File: config.mk
export PLATFORM = sky130hd
export DESIGN_NAME = uart_tx
export DESIGN_NICKNAME = d
export VERILOG_FILES = /design/src/rtl/uart_tx.sv
export SDC_FILE = /design/constraint.sdc
export NUM_CORES = 1
export LEC_CHECK = 0
export CAP_MARGIN = 10
export CORE_MARGIN = 1.5
export CORE_UTILIZATION = 50
export CTS_BUF_LIST = sky130_fd_sc_hd__clkbuf_16
export DETAILED_ROUTE_END_ITERATION = 16
export HOLD_SLACK_MARGIN = 0.02
export PLACE_DENSITY = 0.71
export SLEW_MARGIN = 20
export SYNTH_ARGS = -nofsm -noshare
export SYNTH_HDL_FRONTEND = slang
export SYNTH_SLANG_ARGS = --single-unit
export TNS_END_PERCENT = 5
File: constraint.sdc
create_clock -name clk -period 2.8 [get_ports clk]
set_clock_uncertainty 0.05 [all_clocks]
set_input_delay 0.28 -clock clk [delete_from_list [all_inputs] [get_ports clk]]
set_output_delay 0.28 -clock clk [all_outputs]
set_load 0.03 [all_outputs]
File: src/rtl/uart_tx.sv
// uart_tx: byte-wide serial transmitter fed by the print formatter.
//
// Frame: start bit (0), 8 data bits LSB first, optional parity bit, stop bit (1).
// Each bit is held for DIV = CLK_FREQ/BAUD clocks.
//
// Handshake: a byte is taken on a rising clk edge where vld_tx = 1 and the
// registered rdy_tx = 1. rdy_tx then stays low for the whole frame and rises
// on the edge that ends the stop bit. Because acceptance looks at the
// registered rdy_tx, the earliest next acceptance is one clock after rdy_tx
// rises. d_tx/vld_tx are ignored while rdy_tx = 0.
//
// Ports:
//   clk     system clock, rising edge
//   rstn    synchronous active-low reset; aborts any frame in progress
//   d_tx    byte to send, valid while vld_tx = 1
//   vld_tx  producer has a byte on d_tx
//   rdy_tx  1 = idle and able to accept, 0 = frame in progress (registered)
//   txd     serial line, idle high (registered)
//
// Parameters:
//   CLK_FREQ  clock frequency in Hz
//   BAUD      line rate in bit/s (DIV must come out >= 2)
//   PARITY    0 = none, 1 = even, 2 = odd

module uart_tx #(
  parameter int CLK_FREQ = 100000000,
  parameter int BAUD     = 115200,
  parameter int PARITY   = 0
) (
  input  logic       clk,
  input  logic       rstn,
  input  logic [7:0] d_tx,
  input  logic       vld_tx,
  output logic       rdy_tx,
  output logic       txd
);

  localparam int DIV = CLK_FREQ / BAUD;
  localparam int CW  = $clog2(DIV);
  localparam logic [CW-1:0] BAUD_LAST = CW'(DIV - 1);

  typedef enum logic [2:0] {
    S_IDLE   = 3'd0,
    S_START  = 3'd1,
    S_DATA   = 3'd2,
    S_PARITY = 3'd3,
    S_STOP   = 3'd4
  } state_t;

  state_t          state, state_n;
  logic [CW-1:0]   baud_cnt, baud_n;
  logic [2:0]      bit_idx, idx_n;
  logic [7:0]      shift, shift_n;
  logic            par_bit, par_n;
  logic            txd_n, rdy_n;
  logic            bit_end;

  // Last clock of the current serial bit.
  assign bit_end = (baud_cnt == BAUD_LAST);

  always_ff @(posedge clk) begin
    if (!rstn) begin
      state    <= S_IDLE;
      baud_cnt <= '0;
      bit_idx  <= '0;
      shift    <= '0;
      par_bit  <= 1'b0;
      txd      <= 1'b1;
      rdy_tx   <= 1'b1;
    end else begin
      state    <= state_n;
      baud_cnt <= baud_n;
      bit_idx  <= idx_n;
      shift    <= shift_n;
      par_bit  <= par_n;
      txd      <= txd_n;
      rdy_tx   <= rdy_n;
    end
  end

  // Next-state logic. txd_n/rdy_n are the values the line and ready flag
  // take on the next edge, so every output transition is computed one
  // step ahead and lands exactly on the bit boundary.
  always_comb begin
    state_n = state;
    baud_n  = baud_cnt;
    idx_n   = bit_idx;
    shift_n = shift;
    par_n   = par_bit;
    txd_n   = txd;
    rdy_n   = rdy_tx;

    case (state)
      S_IDLE: begin
        txd_n  = 1'b1;
        rdy_n  = 1'b1;
        baud_n = '0;
        if (vld_tx && rdy_tx) begin
          shift_n = d_tx;
          par_n   = (PARITY == 2) ? ~(^d_tx) : (^d_tx);
          rdy_n   = 1'b0;
          txd_n   = 1'b0;
          state_n = S_START;
        end
      end

      S_START: begin
        if (bit_end) begin
          baud_n  = '0;
          idx_n   = '0;
          txd_n   = shift[0];
          state_n = S_DATA;
        end else begin
          baud_n = baud_cnt + 1'b1;
        end
      end

      S_DATA: begin
        if (bit_end) begin
          baud_n = '0;
          if (bit_idx == 3'd7) begin
            if (PARITY != 0) begin
              txd_n   = par_bit;
              state_n = S_PARITY;
            end else begin
              txd_n   = 1'b1;
              state_n = S_STOP;
            end
          end else begin
            idx_n = bit_idx + 3'd1;
            txd_n = shift[bit_idx + 3'd1];
          end
        end else begin
          baud_n = baud_cnt + 1'b1;
        end
      end

      S_PARITY: begin
        if (bit_end) begin
          baud_n  = '0;
          txd_n   = 1'b1;
          state_n = S_STOP;
        end else begin
          baud_n = baud_cnt + 1'b1;
        end
      end

      S_STOP: begin
        if (bit_end) begin
          baud_n  = '0;
          rdy_n   = 1'b1;
          state_n = S_IDLE;
        end else begin
          baud_n = baud_cnt + 1'b1;
        end
      end

      default: begin
        txd_n   = 1'b1;
        rdy_n   = 1'b1;
        baud_n  = '0;
        state_n = S_IDLE;
      end
    endcase
  end

endmodule
==> out/results.tsv, run 1 <==
metric	value	unit
outcome	finished, final reports clean	
sequential area share after synthesis	0.416	
peak supply drop	439	uV
area of the multi-input gates	679	um2
CTS buffer count	3	
Pwr Total	0.000880	W
H-tree levels	1	
synthesis-to-layout area growth	19.3	%
worst skew pair latency	0.26	ns
max_cap viols	0	
fmax	0.475	GHz
Post-synth ARST share	0	
dpl ws	0.712	ns
Post-Route WL	2360	um
Worst Slack Setup Final	0.693	ns
worst path required time	2.94	ns
Starting Density	0.545	
hold-fix buffers at CTS	0	
Worst Path Max Fanout	12	
Slew Limit Fails	0	
final setup vio count	0	
Leak Pwr	0.503	nW
vias in the first global route	953	
Mapped Nets	162	
Routed Antenna Nets	0	
final hold violations	0	
Yosys top cell by area	dfxtp_1	
total gr overflow	0	
share of layout cells above drive strength 1	0.0629	
io pins	13	
GRT Overall Usage	0.200	
Critical Path, Cell by Cell	ha_1 -> nand2b_1 -> or4_4 -> or4_1 -> a21boi_1	
top-count cell post-synth	dfxtp_1	
Mean Syn Cell Area	8.46	um2
post-DR vias/cell	5.60	
CP max-delay cell	or4_4	
fin crit period	2.11	ns
Die Area	2810	um2
Pre-antenna DRT Iters	4	
Vias	1047	
Cell Area, Synth	1250	um2
Placed Area	1390	um2
startpoint types	register	
Max clock buf depth	2	
Crit Path Category	register to register	
HPWL Detailed	1660	um
Std-Cell Core Area	2300	um2
Buf/Inv on CP	0	
FF+latch count, synth	26	
routability cong.	0.760	
Cells after Synth	148	
initial antenna violation count	0	
Setup crit end kind	register	
Slew headroom	0.590	
clock tree sinks	26	
pwr dens	589	nW/um2
Port Buffers	12	
register area	520	um2
hold crit path type	register to register	
YS warnings	0	
CTS tree	built	
Die Width	53.1	um
WL/cell	12.6	um
TNS Setup	0	ns
setup bufs post-CTS	0	
design area	1490	um2
drt initial violations	21	
top cell type's share of synthesized area	0.416	
n_diodes	0	
post-synth cell types	34	
first-pass GRT wire length	4140	um
Synth area leaders	dfxtp_1 42%, nand2_1 5.7%, o21ai_0 5.6%	
Die Y	53.1	um
Post-synth top flop	dfxtp_1	
final net count	174	
number of synthesized flops with an enable pin	0	
fillers	197	
Clk pin slew, worst setup/hold paths	0.07	ns
DRC	0	
FP Rows	17	
Crit path largest cell delay	0.61	ns
final period utilization	0.753	
clk root buf	clkbuf_16	
Post-synth top cells	26 x dfxtp_1, 19 x nand2_1, 17 x nor2_1, 14 x o21ai_0, 9 x a21boi_0	
RSZ-0062 raised after global routing	false	
crit path DAT	2.25	ns
largest net degree at the start of global routing	17	
cell family with most CP delay	simple AND/OR/NAND/NOR gates	
Worst Tran Pin Value	0.609	ns
CTS resizes	0	
==> state kept, by name (all words and copies together), names as in the netlist <==
register,cells
txd,1
baud_cnt,10
state,3
bit_idx,3
shift,8
rdy_tx,1
==> power breakdown <==
| part | internal [W] | switching, W | total [W] | leakage, nW |
|---|---|---|---|---|
| sequential | 0.000383 | 0.0000106 | 0.000394 | 0.211 |
| combinational | 0.0000376 | 0.0000358 | 0.0000735 | 0.241 |
| clock | 0.000284 | 0.000129 | 0.000413 | 0.0511 |
| total | 0.000705 | 0.000175 | 0.000880 | 0.503 |
==> metrics by stage <==
stage           util  std cells  hold WS [ns]
3_3_place_gp   0.605        183         0.395
3_5_place_dp   0.605        183         0.405
5_1_grt        0.650        187         0.468
4_1_cts        0.650        187         0.421
2_1_floorplan      -        148         0.375
6_report       0.650        187         0.421
==> routing by layer <==
metal	track usage	routed length [um]	share of wire
met1	0.267	1200	0.51
met2	0.317	1050	0.44
met3	0.0480	78	0.033
met4	0.0641	32	0.014
met5	0	0	0
==> cells by family after synthesis <==
| kind of cell | count (synthesis) | synth area share |
|---|---|---|
| mux | 3 | 0.0350 |
| xor+xnor | 8 | 0.0559 |
| simple gates | 58 | 0.226 |
| compound gates | 38 | 0.196 |
| fa+ha+maj | 3 | 0.0300 |
| flops | 26 | 0.416 |
| buf+inv | 12 | 0.0420 |
==> layout make-up <==
type	count	area share
Clock buffer	3	0.0503
Tap cell	28	0.0235
Inverter	5	0.0126
Clock inverter	1	0.0201
Sequential cell	26	0.348
Multi-Input combinational cell	110	0.455
Timing Repair Buffer	14	0.0905
==> placed cells by master (no fill, tap or decap), types with 2 or more instances in the layout <==
cell type         n
a211oi_1          2
a21boi_0          9
a21boi_1          3
a21oi_1           4
a2bb2oi_1         2
buf_4             2
clkbuf_16         3
clkdlybuf4s50_1  12
dfxtp_1          26
ha_1              3
inv_1             5
nand2_1          19
nand2b_1          2
nand3_1           4
nor2_1           17
nor2b_1           2
nor3b_1           3
nor4_1            2
o21ai_0          14
or3_1             3
xnor2_1           6
xor2_1            2
==> final timing paths <==
check	startpoint	end	slack [ns]	cells after the start
setup / recovery	baud_cnt[0]$_SDFF_PP0_	bit_idx[0]$_SDFFE_PN0P_	0.69	5
hold reg to reg	baud_cnt[0]$_SDFF_PP0_	baud_cnt[0]$_SDFF_PP0_	0.42	1
setup reg to reg	baud_cnt[0]$_SDFF_PP0_	bit_idx[0]$_SDFFE_PN0P_	0.69	5
hold / removal	baud_cnt[0]$_SDFF_PP0_	baud_cnt[0]$_SDFF_PP0_	0.42	1
Note: power is estimated with default switching activity, not from simulation.
==> run 2: changes to the inputs <==
Clock period 2.8 ns to 2 ns, I/O delays scaled along.
==> run 2 against run 1 <==
Against the previous run:
- final cell count grew 4.8%
- die area did not move
- register-to-register slack worse by 0.67 ns
- global-route usage up 2.0 points
- wire length rose by 14%
- sequential share of layout area decreased by 1.4 points
- worst hold slack better by 0.013 ns
- sequential power grew 40%
- utilization rose by 3.3 points
- combinational power grew 51%
- maximum frequency grew 6.3%
- critical path type unchanged
- critical endpoint unchanged
- largest cell class unchanged
- largest power group unchanged
- highest routed layer unchanged
==> out/results.tsv, run 2 (synthesis gave the netlist of run 1 again) <==
metric	value	unit	change
Worst Path Max Fanout	7		-5
Pwr Total	0.00124	W	+40%
fin crit period	1.98	ns	-0.126 ns
Final Util	0.683		+0.0327
most common cell after layout, fill and taps aside	dfxtp_1		
Std-Cell Core Area	2300	um2	unchanged
worst skew pair latency	0.26	ns	about the same
CP max-delay cell	or4_1		
Port Buffers	12		unchanged
HPWL Detailed	1930	um	+16%
Critical Path, Cell by Cell	or3_1 -> or4_4 -> or4_1 -> a21boi_1		
post-DR vias/cell	5.57		-0.58%
Vias	1091		+4.2%
drt initial violations	24		+14%
total gr overflow	0		unchanged
peak supply drop	430	uV	-2.0%
initial antenna violation count	0		unchanged
Die Area	2810	um2	unchanged
Crit path largest cell delay	0.51	ns	-0.10 ns
clock tree sinks	26		unchanged
CTS tree	built		
Buf/Inv on CP	0		unchanged
commonest cells after routing, fill and taps aside	23 x dfxtp_1, 19 x nand2_1, 17 x nor2_1		
fmax	0.505	GHz	+6.3%
Leak Pwr	0.553	nW	+10%
startpoint types	register		
Routed Antenna Nets	0		unchanged
first-pass GRT wire length	4530	um	+9.3%
Post-Route WL	2680	um	+14%
dpl ws	0.0286	ns	-0.683 ns
Slew Limit Fails	0		unchanged
max FFs per register	10		unchanged
Clk pin slew, worst setup/hold paths	0.06	ns	about the same
Max clock buf depth	2		unchanged
Crit Path Category	register to register		
fillers	192		-2.5%
Worst Slack Setup Final	0.0187	ns	-0.674 ns
RSZ-0062 raised after global routing	true		
n_diodes	0		unchanged
Top reg by flops	baud_cnt		
largest net degree at the start of global routing	16		-1
routability cong.	0.795		+4.7%
clk root buf	clkbuf_16		
TNS Setup	0	ns	unchanged
H-tree levels	1		unchanged
max_cap viols	0		unchanged
io pins	13		unchanged
cell family with most CP delay	simple AND/OR/NAND/NOR gates		
final setup vio count	0		unchanged
R2R Setup Slk	0.02	ns	-0.67 ns
Starting Density	0.545		unchanged
Setup crit end kind	register		
biggest regs	baud_cnt: 10 flops, shift: 8 flops		
synthesis-to-layout area growth	25.3	%	
share of layout cells above drive strength 1	0.137		+0.0740
outcome	finished, final reports clean		
GRT Overall Usage	0.220		+0.0200
final period utilization	0.991		+0.238
final hold slack	0.435	ns	+0.0132 ns
final hold violations	0		unchanged
crit path DAT	2.12	ns	-0.13 ns
Die Width	53.1	um	unchanged
vias in the first global route	1025		+7.6%
Pre-antenna DRT Iters	4		unchanged
CTS buffer count	3		unchanged
FP Rows	17		unchanged
worst path required time	2.14	ns	-0.80 ns
Die Y	53.1	um	unchanged
Worst Tran Pin Value	0.487	ns	-0.122 ns
hold crit path type	register to register		
pwr dens	788	nW/um2	+34%
DRC	0		unchanged
WL/cell	13.7	um	+8.5%
Slew headroom	0.672		+0.0815
final net count	183		+5.2%
## run 2: cell type report
class                           instances  area (um2)  share of cell area
Multi-Input combinational cell        110         683               0.435
Sequential cell                        26         524               0.334
Timing Repair Buffer                   23         203               0.129
Clock buffer                            3        75.1              0.0478
Tap cell                               28        35.0              0.0223
Clock inverter                          1        30.0              0.0191
Inverter                                5        18.8              0.0120
## run 2: timing repair
action | 4_1_cts | 5_1_grt
resized for setup | 0 | 5
setup endpoints to repair | 0 | 11
hold buffers | 0 | 0
hold endpoints to repair | 0 | 0
setup buffers | 0 | 0
## run 2: path summary, 6_finish.rpt
path,depth (start not counted),start,to
setup / recovery,4,baud_cnt[4]$_SDFF_PP0_,bit_idx[0]$_SDFFE_PN0P_
hold / removal,2,shift[6]$_SDFFE_PN0P_,shift[6]$_SDFFE_PN0P_
setup reg to reg,4,baud_cnt[4]$_SDFF_PP0_,bit_idx[0]$_SDFFE_PN0P_
hold reg to reg,2,shift[6]$_SDFFE_PN0P_,shift[6]$_SDFFE_PN0P_
## run 2: per-layer routing
metal	vias up	GRT usage	share of wire
li1	552	-	-
met4	0	0.0812	0.0060
met3	2	0.0367	0.048
met1	504	0.291	0.47
met2	33	0.358	0.47
met5	-	0	0
## run 2: power breakdown
part,internal (W),switching [W]
combinational,0.0000580,0.0000526
sequential,0.000536,0.0000151
clock,0.000398,0.000176
total,0.000992,0.000244
## run 2: worst reg2reg max path: cells and delay by family (launching register included)
kind	cells	cell delay (ns)
simple gates	3	1.35
compound gates	1	0.16
flops	1	0.34
## run 2: per-stage QoR
step	cell area (um2)	instances
floorplan	1250	148
global placement	1460	192
detailed placement	1460	192
CTS	1560	196
global route	1570	196
finish	1570	196
